### config.mk
export PLATFORM = sky130hd
export DESIGN_NAME = button_event_ctrl
export DESIGN_NICKNAME = d
export VERILOG_FILES = /design/src/rtl/button_event_ctrl.sv
export SDC_FILE = /design/constraint.sdc
export NUM_CORES = 1
export LEC_CHECK = 0
export ABC_CLOCK_PERIOD_IN_PS = 3910
export CAP_MARGIN = 20
export CORE_ASPECT_RATIO = 1.2
export CORE_MARGIN = 5
export CORE_UTILIZATION = 53
export DETAILED_ROUTE_END_ITERATION = 8
export PLACE_DENSITY = 0.81
export SKIP_CTS_REPAIR_TIMING = 1
export SYNTH_ARGS = -nofsm -noshare
export SYNTH_HDL_FRONTEND = slang
export SYNTH_SLANG_ARGS = --single-unit
### constraint.sdc
create_clock -name clk -period 3.91 [get_ports clk]
set_clock_uncertainty 0.1 [all_clocks]
set_input_delay 0.782 -clock clk [delete_from_list [all_inputs] [get_ports clk]]
set_output_delay 0.782 -clock clk [all_outputs]
set_load 0.005 [all_outputs]
### src/rtl/button_event_ctrl.sv
// Push-button front end: sync, shared-tick debounce, press events, RR arbiter.
// Define AUTO_REPEAT_EN to build per-button auto-repeat on held buttons.
module button_event_ctrl #(
  parameter int N_BTN        = 5,
  parameter int TICK_DIV     = 1000000,
  parameter int STABLE_CNT   = 3,
  parameter int REPEAT_TICKS = 25
) (
  input  logic                     clk,
  input  logic                     rst_n,
  input  logic [N_BTN-1:0]         btn_in,
  output logic [N_BTN-1:0]         btn_level,
  output logic                     evt_valid,
  output logic [$clog2(N_BTN)-1:0] evt_id,
  input  logic                     evt_ready,
  output logic                     evt_overrun
);

  localparam int IW = $clog2(N_BTN);
  localparam int CW = $clog2(TICK_DIV);

  logic [N_BTN-1:0]      sync1, sync2;
  logic [CW-1:0]         tick_cnt;
  logic                  tick;
  // older samples only; the newest sample is sync2 itself
  logic [STABLE_CNT-2:0] hist    [N_BTN];
  logic [STABLE_CNT-1:0] hist_nx [N_BTN];
  logic [N_BTN-1:0]      level_nx, press, set_vec;
  logic [N_BTN-1:0]      pending, clr_vec, rot;
  logic [IW-1:0]         last_grant, winner, off;
  logic [IW:0]           start, sum;
  logic                  found, load;

  assign tick = (tick_cnt == CW'(TICK_DIV - 1));

  always_ff @(posedge clk or negedge rst_n) begin
    if (!rst_n) begin
      sync1    <= '0;
      sync2    <= '0;
      tick_cnt <= '0;
    end else begin
      sync1    <= btn_in;
      sync2    <= sync1;
      tick_cnt <= tick ? '0 : tick_cnt + 1'b1;
    end
  end

  always_comb begin
    for (int i = 0; i < N_BTN; i++) begin
      hist_nx[i]  = {hist[i], sync2[i]};
      level_nx[i] = btn_level[i];
      if (tick) begin
        if (&hist_nx[i])
          level_nx[i] = 1'b1;
        else if (~|hist_nx[i])
          level_nx[i] = 1'b0;
      end
    end
  end

  assign press = level_nx & ~btn_level;

  always_ff @(posedge clk or negedge rst_n) begin
    if (!rst_n) begin
      btn_level <= '0;
      for (int i = 0; i < N_BTN; i++)
        hist[i] <= '0;
    end else if (tick) begin
      btn_level <= level_nx;
      for (int i = 0; i < N_BTN; i++)
        hist[i] <= hist_nx[i][STABLE_CNT-2:0];
    end
  end

`ifdef AUTO_REPEAT_EN
  localparam int RW = $clog2(REPEAT_TICKS + 1);

  logic [RW-1:0]    rpt_cnt [N_BTN];
  logic [N_BTN-1:0] rpt_set;

  always_comb begin
    for (int i = 0; i < N_BTN; i++)
      rpt_set[i] = tick && btn_level[i] && level_nx[i] &&
                   (rpt_cnt[i] == RW'(REPEAT_TICKS - 1));
  end

  always_ff @(posedge clk or negedge rst_n) begin
    if (!rst_n) begin
      for (int i = 0; i < N_BTN; i++)
        rpt_cnt[i] <= '0;
    end else begin
      for (int i = 0; i < N_BTN; i++) begin
        if (!level_nx[i] || press[i])
          rpt_cnt[i] <= '0;
        else if (tick && btn_level[i])
          rpt_cnt[i] <= rpt_set[i] ? '0 : rpt_cnt[i] + 1'b1;
      end
    end
  end

  assign set_vec = press | rpt_set;
`else
  assign set_vec = press;
`endif

  assign load = !evt_valid || evt_ready;

  // rotate so bit 0 is last_grant+1, pick lowest set bit, rotate back
  always_comb begin
    start = {1'b0, last_grant} + 1'b1;
    rot   = N_BTN'({pending, pending} >> start);
    off   = '0;
    for (int j = N_BTN - 1; j >= 0; j--)
      if (rot[j]) off = IW'(j);
    found = |rot;
    sum   = start + {1'b0, off};
    if (sum >= (IW+1)'(N_BTN))
      sum = sum - (IW+1)'(N_BTN);
    winner  = sum[IW-1:0];
    clr_vec = (load && found) ? (N_BTN'(1) << winner) : '0;
  end

  always_ff @(posedge clk or negedge rst_n) begin
    if (!rst_n) begin
      pending     <= '0;
      evt_valid   <= 1'b0;
      evt_id      <= '0;
      evt_overrun <= 1'b0;
      last_grant  <= IW'(N_BTN - 1);
    end else begin
      pending     <= (pending & ~clr_vec) | set_vec;
      evt_overrun <= |(set_vec & pending & ~clr_vec);
      if (load) begin
        evt_valid <= found;
        if (found) begin
          evt_id     <= winner;
          last_grant <= winner;
        end
      end
    end
  end

endmodule
==> results_dict.tcl <==
set metrics [dict create \
    syn-num-nets 290 \
    grt_usage_pct 15.5 \
    num_vias 2181 \
    drive_gt1_share_pct 27.4 \
    endpoint_kind "flop" \
    finish.utilization_pct 66.5 \
    p_leak_nw 1.57 \
    synth_cell_types 53 \
    crit_path_cell_trace "buf_6, mux2i_2, o22ai_4, nor2_2, a21oi_2, a211oi_2, a311o_1, ha_2, inv_2, fa_1, inv_2, ha_4, nor2b_4, o211ai_4, nand2_2, o22ai_2, o211ai_1, a32oi_1, nand4_1" \
    ys_async_sr_fraction_pct 100 \
    gp_congestion 0.968 \
    io_pins 18 \
    ys_seq_area_share_pct 48.4 \
    syn_to_final_growth_pct 21.5 \
    hold_ws_ns 0.255 \
    worst_ep_arrival_time_ns 3.94 \
    drc 0 \
    drtAntennaViolNets 0 \
    comb_power_share_pct 68.2 \
    reg2reg_to "evt_overrun$_DFF_PN0_" \
    start_kind "flop" \
    worstSetupPathType "reg -> reg" \
    wl_per_cell_um 15.3 \
    swShare_pct 40.8 \
    layout_commonest_cell "dfrtp_1" \
    synth_seq_cells 56 \
    internal-power_mw 1.96 \
    grt_pass1_vias 2044 \
    pwr-share-clk_pct 11.4 \
    fp-row-count 29 \
    hold_viol_final 0 \
    setup_tns_ns 0 \
    drt_iter0_drc 177 \
    fin_crit_ns 3.85 \
    rrSetupSlack_ns 0.06 \
    cpMostUsedCell "inv_2" \
    viasPerCell 5.75 \
    cts_made_buffers 5 \
    power_density_nw_per_um2 941 \
    die_h_um 91 \
    path_clk_slew_ns 0.10 \
    min_from "sync1[4]$_DFF_PN0_" \
    postRouteWirelength_um 5800 \
    worst_hold_path_type "reg -> reg" \
    worstMarginPinSlew_ns 0.895 \
    timing.rr.start "evt_id[0]$_DFFE_PN0P_" \
    synth_edf_count 0 \
    htreeDepth 2 \
    first_pass_iters 4 \
    place_hpwl_um 3830 \
    setup_ws_ns 0.0578 \
    switching_power_mw 1.35 \
    die-area_um2 7050 \
    antenna_cells 0 \
    irDropWorstVdd_mv 0.484 \
    cts.sinks 56 \
    grt.overflow.total 0 \
    status "finished, final reports clean" \
    period_share_pct 98.5 \
    reg2reg_depth 19 \
    grt_antenna_before_repair 0 \
    place_ws_ns -0.00631 \
    setup_viol 0 \
    cts-root-buf "clkbuf_8" \
    crit_fanout 5 \
    io_buffers 17 \
    synth_area_um2 2900 \
    floorplan.initialDensity_pct 54.7 \
    slew_violations 0 \
    ys.flop_type "dfrtp_1" \
    min_to "sync2[4]$_DFF_PN0_" \
    cap_violations 0 \
    ys_warn_count 0 \
    critPathSlowestCell "fa_1" \
    min_path_cells 0 \
    fp.coreArea_um2 5300 \
    grt_first_pass_wirelength_um 9000 \
    required_ns 4.00 \
    tritoncts "done" \
    die_w_um 77.5 \
    critPathMaxStageDelay_ns 0.54 \
    relSlewSlack_pct 40.3 \
    clock_latency_ns 0.31 \
    syn_avg_cell_area_um2 10.5 \
    rsz0062_at_grt "yes" \
    seqPwrFrac_pct 20.4 \
    cts_buffer_depth 2 \
    max_freq_ghz 0.260 \
    grt_max_degree 42 \
    syn_inst 275 \
    layout.nets 331 \
    final_cell_mix "53 x dfrtp_1, 24 x nor2_1, 23 x nand2_1, 23 x buf_4, 16 x clkdlybuf4s50_1" \
]
[logic make-up after synthesis]
logic type      after synthesis  synth area share, %
buf+inv                      19                 3.89
xor+xnor                     20                 6.04
simple gates                102                 17.7
mux                          20                 7.86
fa+ha+maj                     7                 3.28
flops                        56                 48.4
compound gates               51                 12.8
[power groups by stage]
stage               Combinational (mW)  Sequential (mW)  Clock [mW]
floorplan                         1.12            0.667           0
global placement                  1.42            0.700           0
detailed placement                1.48            0.704           0
CTS                               1.49            0.693       0.392
global route                      2.40            0.679       0.413
finish                            2.26            0.674       0.379
[routing by layer]
layer,GRT usage [%],vias to the layer above,part of all wire (%)
li1,-,1044,-
met1,20.1,1077,42
met2,25.4,44,52
met3,2.38,16,3.3
met4,7.02,0,2.6
met5,0,-,0
[flip-flops by register name (all words and copies together), names as in the netlist]
name         cells
btn_level        5
evt_id           3
evt_overrun      1
evt_valid        1
hist            10
last_grant       1
pending          5
sync1            5
sync2            5
tick_cnt        20
[worst max-delay path: cells and delay by family (launching register included)]
kind                       cells  cell delay, ns
buffers and inverters          3            0.26
muxes                          1            0.26
DFF                            1            0.44
and+or+nand+nor                4            0.47
AOI/OAI and AO/OA              8            1.30
adders and majority gates      3            0.89
[worst max path at each step]
stage / start / to / slack [ns]
after detailed placement: evt_id[0]$_DFFE_PN0P_ / evt_overrun$_DFF_PN0_ / -0.006
after floorplan: evt_id[1]$_DFFE_PN0P_ / evt_overrun$_DFF_PN0_ / 0.26
after global routing: evt_id[0]$_DFFE_PN0P_ / evt_overrun$_DFF_PN0_ / -0.1
after global placement: evt_id[0]$_DFFE_PN0P_ / evt_overrun$_DFF_PN0_ / 0.11
final: evt_id[0]$_DFFE_PN0P_ / evt_overrun$_DFF_PN0_ / 0.06
after CTS: evt_id[0]$_DFFE_PN0P_ / evt_overrun$_DFF_PN0_ / -0.03
[cell type report]
| class | count | area [um2] |
|---|---|---|
| Clock inverter | 3 | 46.3 |
| Clock buffer | 5 | 68.8 |
| Timing Repair Buffer | 44 | 377 |
| Multi-Input combinational cell | 200 | 1510 |
| Fill cell | 397 | 1780 |
| Tap cell | 62 | 77.6 |
| Sequential cell | 56 | 1410 |
| Inverter | 9 | 33.8 |
[synthesized netlist by cell type (3+ instances only)]
master    count  area share, %
nand2b_1      4           0.86
xor2_1       10            3.0
nor2_1       28            3.6
ha_1          6            2.6
nand3_1      13            2.2
mux2i_1       6            2.1
and3_1        8            1.7
nor2b_1       4           0.86
nor3b_1       3           0.78
nand4_1       4           0.86
nand2_1      24            3.1
dfrtp_1      55             47
o21ai_0       7            1.2
nand3b_1      4            1.0
buf_2         3           0.52
inv_1         9            1.2
o22ai_1       3           0.65
mux2_2       11            4.3
buf_6         4            1.6
a21oi_1      14            2.4
o211ai_1      5            1.3
xnor2_1      10            3.0
[per-stage QoR]
stage	power [mW]	instances	instance area [um2]
4_1_cts	2.57	363	3260
3_3_place_gp	2.12	355	3150
6_report	3.31	379	3520
5_1_grt	3.49	379	3520
3_5_place_dp	2.18	355	3150
2_1_floorplan	1.79	275	2900
No activity file was read; power rests on OpenSTA's default activity.
